<file path="src/rtl/neo_strand_engine.sv">
// WS2812 strand driver: double-buffered GRB pixel store, brightness scaling,
// single-shot or continuous refresh, with a frame-done pulse on the last latch cycle.
module neo_strand_engine #(
  parameter int unsigned NUM_PIXELS = 8,
  parameter int unsigned COLOR_W    = 8,
  parameter int unsigned BIT_CYC    = 63,
  parameter int unsigned T0H_CYC    = 18,
  parameter int unsigned T1H_CYC    = 35,
  parameter int unsigned LATCH_CYC  = 2500,
  parameter int unsigned IDX_W      = (NUM_PIXELS > 1) ? $clog2(NUM_PIXELS) : 1
) (
  input  logic               clock,
  input  logic               reset,
  input  logic [IDX_W-1:0]   pixel_index,
  input  logic [1:0]         color_index,
  input  logic [COLOR_W-1:0] color_level,
  input  logic               load_color,
  input  logic               send_it,
  input  logic               repeat_mode,
  input  logic [COLOR_W-1:0] brightness,
  output logic               neo_data,
  output logic               ready_to_load,
  output logic               ready_to_send,
  output logic               busy,
  output logic               frame_done
);

  localparam int unsigned TOTAL_BITS = 3 * COLOR_W * NUM_PIXELS;
  localparam int unsigned CYC_W = (BIT_CYC > 1) ? $clog2(BIT_CYC) : 1;
  localparam int unsigned BIT_W = (TOTAL_BITS > 1) ? $clog2(TOTAL_BITS) : 1;
  localparam int unsigned LAT_W = (LATCH_CYC > 1) ? $clog2(LATCH_CYC) : 1;
  localparam int unsigned POS_W = (COLOR_W > 1) ? $clog2(COLOR_W) : 1;

  localparam logic [CYC_W-1:0] CYC_LAST = CYC_W'(BIT_CYC - 1);
  localparam logic [CYC_W-1:0] T0H      = CYC_W'(T0H_CYC);
  localparam logic [CYC_W-1:0] T1H      = CYC_W'(T1H_CYC);
  localparam logic [BIT_W-1:0] BIT_LAST = BIT_W'(TOTAL_BITS - 1);
  localparam logic [LAT_W-1:0] LAT_LAST = LAT_W'(LATCH_CYC - 1);
  localparam logic [POS_W-1:0] POS_LAST = POS_W'(COLOR_W - 1);

  typedef enum logic [1:0] {StIdle, StSend, StLatch} state_e;

  state_e state_q, state_d;

  // Buffers indexed [pixel][color_index]: 0=R, 1=G, 2=B.
  logic [COLOR_W-1:0] back_q  [NUM_PIXELS][3];
  logic [COLOR_W-1:0] front_q [NUM_PIXELS][3];
  logic [COLOR_W-1:0] bright_q;

  logic [CYC_W-1:0] cyc_q, cyc_d;
  logic [BIT_W-1:0] bit_q, bit_d;
  logic [LAT_W-1:0] lat_q, lat_d;
  logic [IDX_W-1:0] pix_q, pix_d;
  logic [1:0]       chan_q, chan_d;
  logic [POS_W-1:0] pos_q, pos_d;
  logic             start;

  logic neo_q, busy_q, rts_q, rtl_q, done_q;

  logic               wr_en;
  logic [1:0]         col_sel;
  logic [COLOR_W-1:0] level;
  logic [COLOR_W:0]   scale;
  logic [2*COLOR_W:0] prod;
  logic [COLOR_W-1:0] scaled;
  logic               next_bit;
  logic [CYC_W-1:0]   high_len;

  assign wr_en = load_color && (color_index != 2'd3) && (32'(pixel_index) < NUM_PIXELS);

  always_comb begin
    state_d = state_q;
    cyc_d   = cyc_q;
    bit_d   = bit_q;
    lat_d   = lat_q;
    pix_d   = pix_q;
    chan_d  = chan_q;
    pos_d   = pos_q;
    start   = 1'b0;
    unique case (state_q)
      StIdle: begin
        if (send_it) start = 1'b1;
      end
      StSend: begin
        if (cyc_q == CYC_LAST) begin
          cyc_d = '0;
          if (bit_q == BIT_LAST) begin
            state_d = StLatch;
            lat_d   = '0;
          end else begin
            bit_d = bit_q + 1'b1;
            if (pos_q == POS_LAST) begin
              pos_d = '0;
              if (chan_q == 2'd2) begin
                chan_d = 2'd0;
                pix_d  = pix_q + 1'b1;
              end else begin
                chan_d = chan_q + 1'b1;
              end
            end else begin
              pos_d = pos_q + 1'b1;
            end
          end
        end else begin
          cyc_d = cyc_q + 1'b1;
        end
      end
      StLatch: begin
        if (lat_q == LAT_LAST) begin
          if (repeat_mode) start = 1'b1;
          else             state_d = StIdle;
        end else begin
          lat_d = lat_q + 1'b1;
        end
      end
      default: state_d = StIdle;
    endcase
    if (start) begin
      state_d = StSend;
      cyc_d   = '0;
      bit_d   = '0;
      pix_d   = '0;
      chan_d  = 2'd0;
      pos_d   = '0;
    end
  end

  // Level of the bit that will be on the wire next cycle. On a frame start the
  // front buffer is stale, but the first cycle of any bit is high regardless.
  always_comb begin
    case (chan_d)
      2'd0:    col_sel = 2'd1;
      2'd1:    col_sel = 2'd0;
      default: col_sel = 2'd2;
    endcase
    level    = front_q[pix_d][col_sel];
    scale    = {1'b0, bright_q} + {{COLOR_W{1'b0}}, 1'b1};
    prod     = {{(COLOR_W + 1){1'b0}}, level} * {{COLOR_W{1'b0}}, scale};
    scaled   = prod[2*COLOR_W-1:COLOR_W];
    next_bit = scaled[POS_LAST - pos_d];
    high_len = next_bit ? T1H : T0H;
  end

  always_ff @(posedge clock or posedge reset) begin
    if (reset) begin
      state_q  <= StIdle;
      cyc_q    <= '0;
      bit_q    <= '0;
      lat_q    <= '0;
      pix_q    <= '0;
      chan_q   <= 2'd0;
      pos_q    <= '0;
      bright_q <= '0;
      neo_q    <= 1'b0;
      busy_q   <= 1'b0;
      rts_q    <= 1'b1;
      rtl_q    <= 1'b0;
      done_q   <= 1'b0;
      for (int p = 0; p < int'(NUM_PIXELS); p++) begin
        for (int c = 0; c < 3; c++) begin
          back_q[p][c]  <= '0;
          front_q[p][c] <= '0;
        end
      end
    end else begin
      state_q <= state_d;
      cyc_q   <= cyc_d;
      bit_q   <= bit_d;
      lat_q   <= lat_d;
      pix_q   <= pix_d;
      chan_q  <= chan_d;
      pos_q   <= pos_d;
      neo_q   <= (state_d == StSend) && (cyc_d < high_len);
      busy_q  <= (state_d != StIdle);
      rts_q   <= (state_d == StIdle);
      rtl_q   <= 1'b1;
      done_q  <= (state_d == StLatch) && (lat_d == LAT_LAST);
      if (start) begin
        front_q  <= back_q;
        bright_q <= brightness;
      end
      if (wr_en) back_q[pixel_index][color_index] <= color_level;
    end
  end

  assign neo_data      = neo_q;
  assign busy          = busy_q;
  assign ready_to_send = rts_q;
  assign ready_to_load = rtl_q;
  assign frame_done    = done_q;

endmodule
</file>
<file path="config.mk">
export PLATFORM = sky130hd
export DESIGN_NAME = neo_strand_engine
export DESIGN_NICKNAME = d
export VERILOG_FILES = /design/src/rtl/neo_strand_engine.sv
export SDC_FILE = /design/constraint.sdc
export NUM_CORES = 1
export LEC_CHECK = 0
export CAP_MARGIN = 15
export CORE_ASPECT_RATIO = 1.4
export CORE_MARGIN = 4
export CORE_UTILIZATION = 68
export DETAILED_ROUTE_END_ITERATION = 16
export PLACE_DENSITY = 0.86
export REMOVE_ABC_BUFFERS = 1
export SETUP_SLACK_MARGIN = 0.5
export SLEW_MARGIN = 40
export SYNTH_ARGS = -nofsm -noshare
export SYNTH_HDL_FRONTEND = slang
export SYNTH_SLANG_ARGS = --single-unit
</file>
<file path="constraint.sdc">
create_clock -name clock -period 38.7 [get_ports clock]
set_clock_uncertainty 0.15 [all_clocks]
set_input_delay 7.74 -clock clock [delete_from_list [all_inputs] [get_ports clock]]
set_output_delay 7.74 -clock clock [all_outputs]
set_load 0.005 [all_outputs]
</file>
==> results <==
- The biggest cell delay along the critical path is 0.70 ns.
- The path type of the worst min-delay path is reg2reg.
- The deepest clock path buffer count is 3.
- The number of warning messages in the yosys log is 0.
- The final hold violation count is 0.
- At the pin with the least slew margin, the transition time is 0.874 ns.
- Entering global routing, the biggest net connects 142 pins.
- The period utilization is 0.449.
- The remaining antenna violation count is 0.
- The biggest area consumer among synthesized cells is sky130_fd_sc_hd__dfrtp_1.
- By count the netlist is led by sky130_fd_sc_hd__nand2_1, sky130_fd_sc_hd__dfrtp_1, sky130_fd_sc_hd__mux2_2.
- Gates resized during post-CTS repair numbered 0.
- The most instantiated flip-flop cell in the synthesis netlist is sky130_fd_sc_hd__dfrtp_1.
- The ratio of total power to cell area is 70.7 nW/um2.
- Setup violations remaining at the end of the flow were counted as 0.
- Dividing the detail-routed wire length by the instance count gives 21.0 um.
- The clock network latency to the later pin of the worst-skew pair is 0.55 ns.
- The routed layout has 16.7k vias.
- The nature of the critical path startpoint is a primary input.
- The count of state elements after synthesis is 433.
- The worst-case hold slack is 0.297 ns.
- Data on the critical path arrives at its endpoint at 17.68 ns.
- The number of cells produced by synthesis is 2,221.
- Pin placement for this block handled 31 I/O pins.
- The mapped netlist covers 21,600 um2.
- The post-detailed-placement half-perimeter wirelength is 34,200 um.
- Counting flops with an async set or reset pin after synthesis yields a share of 1.00.
- The routed via count divided by cell count is 6.38.
- The number of flops mapped to enable cells by yosys is 0.
- The area fraction of the dominant cell type after synthesis is 0.501.
- The placeable core region is 31,000 um2.
- The DRC violation count after routing is 0.
- Setup slack on the worst reg-to-reg path comes out at 27.60 ns.
- After layout, the worst setup slack is 21.33 ns.
- After detailed routing, the total wire length is 55,000 um.
- Prior to clock tree synthesis, the placed netlist has a worst setup slack of 20.88 ns.
- Timing would allow up to 0.0576 GHz.
- The total die area is 34,700 um2.
- The critical path capture point type is a flip-flop.
- The wire length of the first global-routing pass is 88,300 um.
- CTS placed an instance of sky130_fd_sc_hd__clkbuf_16 at the clock tree root.
- The static leakage is 11.5 nW.
- The setup fix buffers added after clock tree synthesis is 0.
- In the final timing run, aggregate negative setup slack is 0 ns.
- The area overhead of the layout relative to synthesis is 8.69%.
- IR analysis of the VDD net gives a maximum drop of 0.0000557 V.
- The first-pass iteration count of the detailed router is 7.
- The count of port buffers added during placement is 30.
- The global route total overflow is 0.
- The count of clock tree sinks is 433.
- By instance count, the leading cell after synthesis is sky130_fd_sc_hd__nand2_1.
- Along the worst path, the maximum fanout reaches 71.
- From bottom edge to top edge, the die measures 219 um.
- The largest individual stage delay along the critical path comes from the cell sky130_fd_sc_hd__o21ai_1.
- STA puts the critical path data required time at 39.01 ns.
- The global routing usage summed across all routing layers is 0.325.
- Row generation in the floorplan step produced 76 rows.
- The initial utilization of the core area, before any placement, comes to 0.696.
- Setup repair after global routing left no endpoint under its margin.
- Counting the buffers created by CTS gives 40.
- The CTS tree is yes.
- 0 antenna diodes ended up in the layout.
- The number of antenna violations at the first check in global routing is 0.
- For this run, the register share of the synthesized area comes to 0.503.
- Measured against its own limit, the worst slew margin works out to 0.417.
- The flow ran to the end, and the final reports show no timing, DRC or antenna violations.
- The type of the setup path with the least slack is in2reg.
- The count of nets after finishing is 2,314.
- The smallest clock period supported by the final layout is computed as 17.37 ns.
- In the final layout, the share of cells above drive strength 1 is 0.153.
- The routability congestion estimate is 0.920.
- The number of distinct library cells after synthesis is 91.
- The mean cell area of the mapped netlist is 9.71 um2.
- The clock transition time at the flip-flop clock pins of the worst setup and hold paths is 0.07 ns.
- The die outline width is 158 um.
- In this run, the number of DRC markers left after iteration 0 of detailed routing was 1,758.
- The deepest level of the CTS H-tree is 2.
- The number of global-route vias before repair came to 17.2k.
- Yosys attributes the largest share of cell area to sky130_fd_sc_hd__dfrtp_1, sky130_fd_sc_hd__nand2_1, sky130_fd_sc_hd__mux2_2, sky130_fd_sc_hd__fa_1, sky130_fd_sc_hd__ha_1.
- The post-layout utilization of the core is 0.756.
- The number of buffers inserted for hold repair after clock tree synthesis is 0.
- Across the run, the number of max-cap violations was 0.
- The number of slew-limit violations in the final report came to 0.
## final cells by class
type                            instances  area, um2
Sequential cell                       433      10800
Multi-Input combinational cell       1603      10100
Fill cell                            2026       7570
Clock buffer                           63       1240
Tap cell                              390        488
Timing Repair Buffer                   45        427
Inverter                               79        310
Clock inverter                          8       72.6
## critical path: cells and delay by family
| kind | cells | cell delay (ns) |
|---|---|---|
| adders and majority gates | 6 | 2.71 |
| AOI/OAI and AO/OA | 13 | 3.23 |
| buffers and inverters | 8 | 1.61 |
| and+or+nand+nor | 10 | 2.21 |
## path summary, 6_finish.rpt
path | endpoint | cells after the start | startpoint
setup / recovery | neo_data$_DFF_PP0_ | 37 | repeat_mode
setup reg to reg | neo_data$_DFF_PP0_ | 37 | bit_q[0]$_DFFE_PP0P_
hold reg to reg | front_q[88]$_DFFE_PP0N_ | 2 | back_q[88]$_DFFE_PP0P_
max in group asynchronous | front_q[71]$_DFFE_PP0N_ | 4 | reset
min in group asynchronous | frame_done$_DFF_PP0_ | 2 | reset
hold / removal | front_q[88]$_DFFE_PP0N_ | 2 | back_q[88]$_DFFE_PP0P_
## kinds of logic after synthesis
kind of cell,count (synthesis),synth area share
multiplexers,205,0.106
flip-flops,433,0.503
XOR/XNOR,23,0.00934
buffers and inverters,185,0.0332
other,1,0.000174
AND/OR/NAND/NOR,1096,0.217
AO/OA/AOI/OAI,192,0.0672
adder cells (fa/ha/maj),86,0.0638
## routing by layer
metal / GRT usage / wire length [um] / vias to the layer above
li1: - / - / 7377
met1: 0.384 / 19700 / 8275
met2: 0.548 / 27700 / 792
met3: 0.0618 / 3950 / 273
met4: 0.191 / 3660 / 0
met5: 0 / 0 / -
## sequential cells by signal (all words and copies together) (netlist names)
name and flops:
busy 1, front_q 192, state_q 2, neo_data 1, cyc_q 6, ready_to_send 1, frame_done 1, lat_q 12
back_q 192, chan_q 2, bit_q 8, bright_q 8, ready_to_load 1, pos_q 3, pix_q 3
## per-stage QoR
step	cells	area [um2]	total power (W)
6_report	2621	23400	0.00166
3_3_place_gp	2549	22100	0.00121
4_1_cts	2620	23400	0.00166
5_1_grt	2621	23400	0.00177
3_5_place_dp	2549	22100	0.00126
2_1_floorplan	2115	21100	0.00109
## report_power, final
| part | internal [W] | total [W] | switching, W |
|---|---|---|---|
| sequential | 0.000603 | 0.000699 | 0.0000959 |
| clock | 0.000227 | 0.000396 | 0.000170 |
| combinational | 0.000219 | 0.000563 | 0.000344 |
| total | 0.00105 | 0.00166 | 0.000610 |
## placed cells by master (no fill, tap or decap), types with 13 or more instances in the layout
master	n
sky130_fd_sc_hd__nor2_1	95
sky130_fd_sc_hd__nand3_1	78
sky130_fd_sc_hd__nand2b_1	14
sky130_fd_sc_hd__fa_1	40
sky130_fd_sc_hd__a31oi_1	14
sky130_fd_sc_hd__a22o_1	14
sky130_fd_sc_hd__clkbuf_8	13
sky130_fd_sc_hd__clkbuf_16	41
sky130_fd_sc_hd__nand2_1	772
sky130_fd_sc_hd__inv_1	74
sky130_fd_sc_hd__a21oi_1	17
sky130_fd_sc_hd__o211ai_1	13
sky130_fd_sc_hd__dfrtp_1	432
sky130_fd_sc_hd__mux2_2	193
sky130_fd_sc_hd__ha_1	46
sky130_fd_sc_hd__and3_1	14
sky130_fd_sc_hd__nand4_1	16
sky130_fd_sc_hd__clkdlybuf4s50_1	22
sky130_fd_sc_hd__o21ai_0	34
sky130_fd_sc_hd__a311oi_1	16
sky130_fd_sc_hd__or2_2	20
(Power assumes the default switching activity.)
==> patch 1 (same flow settings) <==
Set the parameter `LATCH_CYC` to 1250 (it was 2500).
--- a/src/rtl/neo_strand_engine.sv
+++ b/src/rtl/neo_strand_engine.sv
@@ -7,5 +7,5 @@
   parameter int unsigned T0H_CYC    = 18,
   parameter int unsigned T1H_CYC    = 35,
-  parameter int unsigned LATCH_CYC  = 2500,
+  parameter int unsigned LATCH_CYC  = 1250,
   parameter int unsigned IDX_W      = (NUM_PIXELS > 1) ? $clog2(NUM_PIXELS) : 1
 ) (
Check against the original RTL: same outputs for any inputs over 10 cycles, from zero or initial values and one cycle with reset high; that may be too few to reach the edited logic, so the function may still have changed.
==> patch 1 against the original RTL <==
- synthesized area grew 0.24%
- largest cell class unchanged
- total power shrank 0.39%
- global-route usage is essentially flat
- worst setup slack lost 0.0071 ns
- final area grew 0.35%
- via count is essentially flat
- routed wire length grew 0.82%
- sequential cell count shrank 1
==> patch 1: results (changes against the original RTL) <==
\begin{tabular}{lr}
\hline
Metric & Value \\
\hline
\multicolumn{2}{l}{\textbf{Status}} \\
\quad Status & finished clean \\
\multicolumn{2}{l}{\textbf{Power and ir drop}} \\
\quad VDD IR max & 0.0481 mV (-14\%) \\
\quad Leakage component of the power & 11.6 nW (+0.64\%) \\
\multicolumn{2}{l}{\textbf{Yosys}} \\
\quad Share of synthesized area occupied by flip-flops and latches & 0.500 (-0.00235) \\
\quad Number of cells produced by synthesis & 2,260 (+1.8\%) \\
\quad Area contributors post-synth & dfrtp\_1 50\%, nand2\_1 13\%, mux2\_2 10\%, fa\_1 3.7\%, nand3\_1 3.2\% \\
\quad Post-synth top cells & 770 x nand2\_1, 431 x dfrtp\_1, 197 x mux2\_2 \\
\quad Distinct cells, synth & 90 (-1.1\%) \\
\multicolumn{2}{l}{\textbf{Layout}} \\
\quad Share of post-route cells with drive strength above 1 & 0.153 (+0.000422) \\
\quad Number of fill cells & 2,046 (+0.99\%) \\
\quad Biggest registers after layout & back\_q (192), front\_q (192), lat\_q (11) \\
\quad Non-filler cells in the finished layout & 2,659 (+1.4\%) \\
\multicolumn{2}{l}{\textbf{Route}} \\
\quad Starting DRT DRC Count & 1,907 (+8.5\%) \\
\quad Via density per instance & 6.29 (-1.5\%) \\
\quad Detailed-route wire length & 55,400 um (+0.82\%) \\
\quad Detailed-routing iteration count for the pre-antenna-repair pass & 8 (+1) \\
\multicolumn{2}{l}{\textbf{Setup path}} \\
\quad Cell with the largest stage delay on the worst path & clkinv\_2 \\
\quad Longest individual stage delay on the worst path & 0.81 ns (+0.11 ns) \\
\quad Critical path peak fanout & 44 (-38\%) \\
\quad Data arrival time at the worst-slack endpoint & 17.69 ns (about the same) \\
\quad Worst reg-to-reg setup slack & 27.55 ns (-0.05 ns) \\
\multicolumn{2}{l}{\textbf{Placed design}} \\
\quad Placed instance count & 2,588 (+1.5\%) \\
\quad HPWL after DPL & 35,100 um (+2.6\%) \\
\quad Total cell area at the placement stage & 22,100 um2 (+0.27\%) \\
\quad Last weighted congestion value of the routability-driven placer & 0.933 (+1.3\%) \\
\multicolumn{2}{l}{\textbf{Global route}} \\
\quad Global-route usage over all layers & 0.324 (about the same) \\
\quad Via count of the first global-routing pass & 17,200 (+0.29\%) \\
\quad Global-route wire length before repair & 88,700 um (+0.45\%) \\
\quad Pin count of the biggest net entering global routing & 147 (+3.5\%) \\
\multicolumn{2}{l}{\textbf{Timing}} \\
\quad Worst relative slew slack & 0.376 (-0.0412) \\
\multicolumn{2}{l}{\textbf{Clock tree}} \\
\quad \# Post-CTS Setup Buffers & 0 (unchanged) \\
\hline
\end{tabular}
-- patch 1: cell type report --
type                            count  share of cell area
Sequential cell                   432               0.460
Inverter                           80              0.0135
Tap cell                          395              0.0210
Multi-Input combinational cell   1637               0.431
Clock buffer                       57              0.0479
Timing Repair Buffer               45              0.0183
Clock inverter                     13             0.00878
-- patch 1: how the worst min path moves through the flow --
| stage | from | endpoint | cells after the start |
|---|---|---|---|
| floorplan | front_q[127] | front_q[127] | 2 |
| global placement | front_q[135] | front_q[135] | 2 |
| detailed placement | front_q[127] | front_q[127] | 2 |
| CTS | front_q[127] | front_q[127] | 2 |
| global route | front_q[89] | front_q[89] | 2 |
| finish | back_q[43] | front_q[43] | 2 |
-- patch 1: per-layer routing --
metal | global-route usage | share of wire | up-vias
met5 | 0 | 0 | -
met4 | 0.193 | 0.065 | 0
met3 | 0.0446 | 0.062 | 263
met2 | 0.550 | 0.51 | 741
met1 | 0.392 | 0.36 | 8253
li1 | - | - | 7456
-- patch 1: cells by family (layout without fill, tap and decap cells) --
group / Yosys count / count (layout) / synth area share
DFF: 432 / 432 / 0.500
adders and majority gates: 87 / 87 / 0.0643
xor gates and xnor gates: 25 / 25 / 0.0101
AOI/OAI and AO/OA: 172 / 172 / 0.0578
muxes: 208 / 208 / 0.108
and+or+nand+nor: 1144 / 1144 / 0.224
other: 1 / 1 / 0.000174
buffers and inverters: 191 / 195 / 0.0351
-- patch 1: critical path, delay by kind of cell --
| family | cells | cell delay (ns) |
|---|---|---|
| AO/OA/AOI/OAI | 13 | 3.76 |
| XOR/XNOR | 1 | 0.13 |
| adder cells (fa/ha/maj) | 6 | 2.59 |
| buffers and inverters | 7 | 2.07 |
| AND/OR/NAND/NOR | 6 | 1.34 |
-- patch 1: power by group --
part           total [mW]  switching (mW)  internal, mW
sequential          0.701          0.0996         0.602
combinational       0.542           0.334         0.207
clock               0.408           0.171         0.237
total                1.65           0.605          1.05
-- patch 1: through the flow --
| stage | util | setup slack, ns | hold slack, ns |
|---|---|---|---|
| 2_1_floorplan | - | 17.26 | 0.282 |
| 3_3_place_gp | 0.701 | 21.35 | 0.294 |
| 3_5_place_dp | 0.703 | 21.06 | 0.300 |
| 4_1_cts | 0.745 | 21.60 | 0.315 |
| 5_1_grt | 0.746 | 20.87 | 0.331 |
| 6_report | 0.746 | 21.33 | 0.306 |
==> patch 2 (same settings) <==
Made on the original files. The 3 states of `state_e` get a one-hot encoding in 3 bits.
--- a/src/rtl/neo_strand_engine.sv
+++ b/src/rtl/neo_strand_engine.sv
@@ -39,5 +39,5 @@
   localparam logic [POS_W-1:0] POS_LAST = POS_W'(COLOR_W - 1);
 
-  typedef enum logic [1:0] {StIdle, StSend, StLatch} state_e;
+  typedef enum logic [2:0] {StIdle = 3'b001, StSend = 3'b010, StLatch = 3'b100} state_e;
 
   state_e state_q, state_d;
Function: no difference found for any inputs over 10 cycles, from zero or initial values and one cycle with reset high; not proved beyond that.
==> patch 2 against the original RTL <==
- sequential cell count up 1
- routed wire length down 0.96%
- critical endpoint unchanged
- critical path depth down 4
- first-iteration DRC count down 7.8%
- final area up 0.64%
- clock power up 7.8%
- hold slack better by 0.011 ns
- maximum frequency up 5.6%
- sequential share of layout area down 0.18 points
- sequential power down 0.7%
- synthesized area down 0.15%
- worst setup slack better by 0.92 ns
- total power up 1.7%
- largest power group unchanged
==> patch 2: results (changes against the original RTL) <==
\begin{tabular}{lr}
\hline
Metric & Value \\
\hline
\multicolumn{2}{l}{\textbf{Global route}} \\
\quad Pin count of the biggest net entering global routing & 212 (+49\%) \\
\quad Via count of the first global-routing pass & 17,300 (+0.54\%) \\
\quad Global Route met2 Usage & 0.552 (+0.00410) \\
\quad Global-route usage over all layers & 0.322 (-0.00271) \\
\multicolumn{2}{l}{\textbf{Placed design}} \\
\quad HPWL after DPL & 34,000 um (-0.56\%) \\
\quad Placed instance count & 2,557 (+0.31\%) \\
\quad Last weighted congestion value of the routability-driven placer & 0.897 (-2.6\%) \\
\quad Total cell area at the placement stage & 22,100 um2 (about the same) \\
\multicolumn{2}{l}{\textbf{Worst hold path}} \\
\quad Startpoint of the most critical hold path & front\_q[48] \\
\multicolumn{2}{l}{\textbf{Yosys}} \\
\quad Distinct cells, synth & 85 (-6.6\%) \\
\quad Number of synthesized register bits & 434 (+0.23\%) \\
\quad Compound-gate portion of the synthesized area & 0.0537 (-0.0135) \\
\quad Post-Synth Adder-Cell Area & 0.0616 (-0.00223) \\
\quad Average footprint of a synthesized cell & 9.67 um2 (-0.37\%) \\
\multicolumn{2}{l}{\textbf{Route}} \\
\quad Met1 Routed Length & 19,500 um (-1.1\%) \\
\quad Detailed-route wire length & 54,400 um (-0.96\%) \\
\quad Total met3 wirelength after detailed routing & 3960 um (+0.28\%) \\
\quad Via count & 16,600 (-0.75\%) \\
\quad Starting DRT DRC Count & 1,620 (-7.8\%) \\
\multicolumn{2}{l}{\textbf{Setup path}} \\
\quad Data arrival time at the worst-slack endpoint & 16.76 ns (-0.92 ns) \\
\quad Critical path peak fanout & 52 (-27\%) \\
\quad Worst reg-to-reg setup slack & 28.45 ns (+0.85 ns) \\
\quad Worst-case reg-to-reg path depth & 33 (-11\%) \\
\quad Crit path max-delay family & adder cells \\
\multicolumn{2}{l}{\textbf{Power and ir drop}} \\
\quad Leakage component of the power & 11.7 nW (+1.6\%) \\
\quad VDD IR max & 0.0464 mV (-17\%) \\
\multicolumn{2}{l}{\textbf{Status}} \\
\quad Status & finished clean \\
\hline
\end{tabular}
## patch 2: cell types whose count changed after synthesis, moves of 5 or more
cell      before  now
and3_1        14   22
o211ai_1      13    4
a211oi_1       6   14
mux2i_1       12   20
o21ai_0       34   29
a22o_1        14    2
nand3_1       78  100
## patch 2: area by class of cell
type                       instances  area [um2]  share of cell area
multi-input combinational       1612       10000               0.425
timing repair buffer              50         490              0.0208
sequential                       434       10900               0.461
antenna                            1        2.50            0.000106
clock inverter                    18         236              0.0100
inverter                          72         285              0.0121
tap                              390         488              0.0207
clock buffer                      54        1200              0.0508
## patch 2: worst min-delay path by stage
| stage | end |
|---|---|
| 5_1_grt | front_q[108] |
| 2_1_floorplan | front_q[73] |
| 3_5_place_dp | front_q[48] |
| 4_1_cts | front_q[48] |
| 3_3_place_gp | front_q[73] |
| 6_report | front_q[48] |
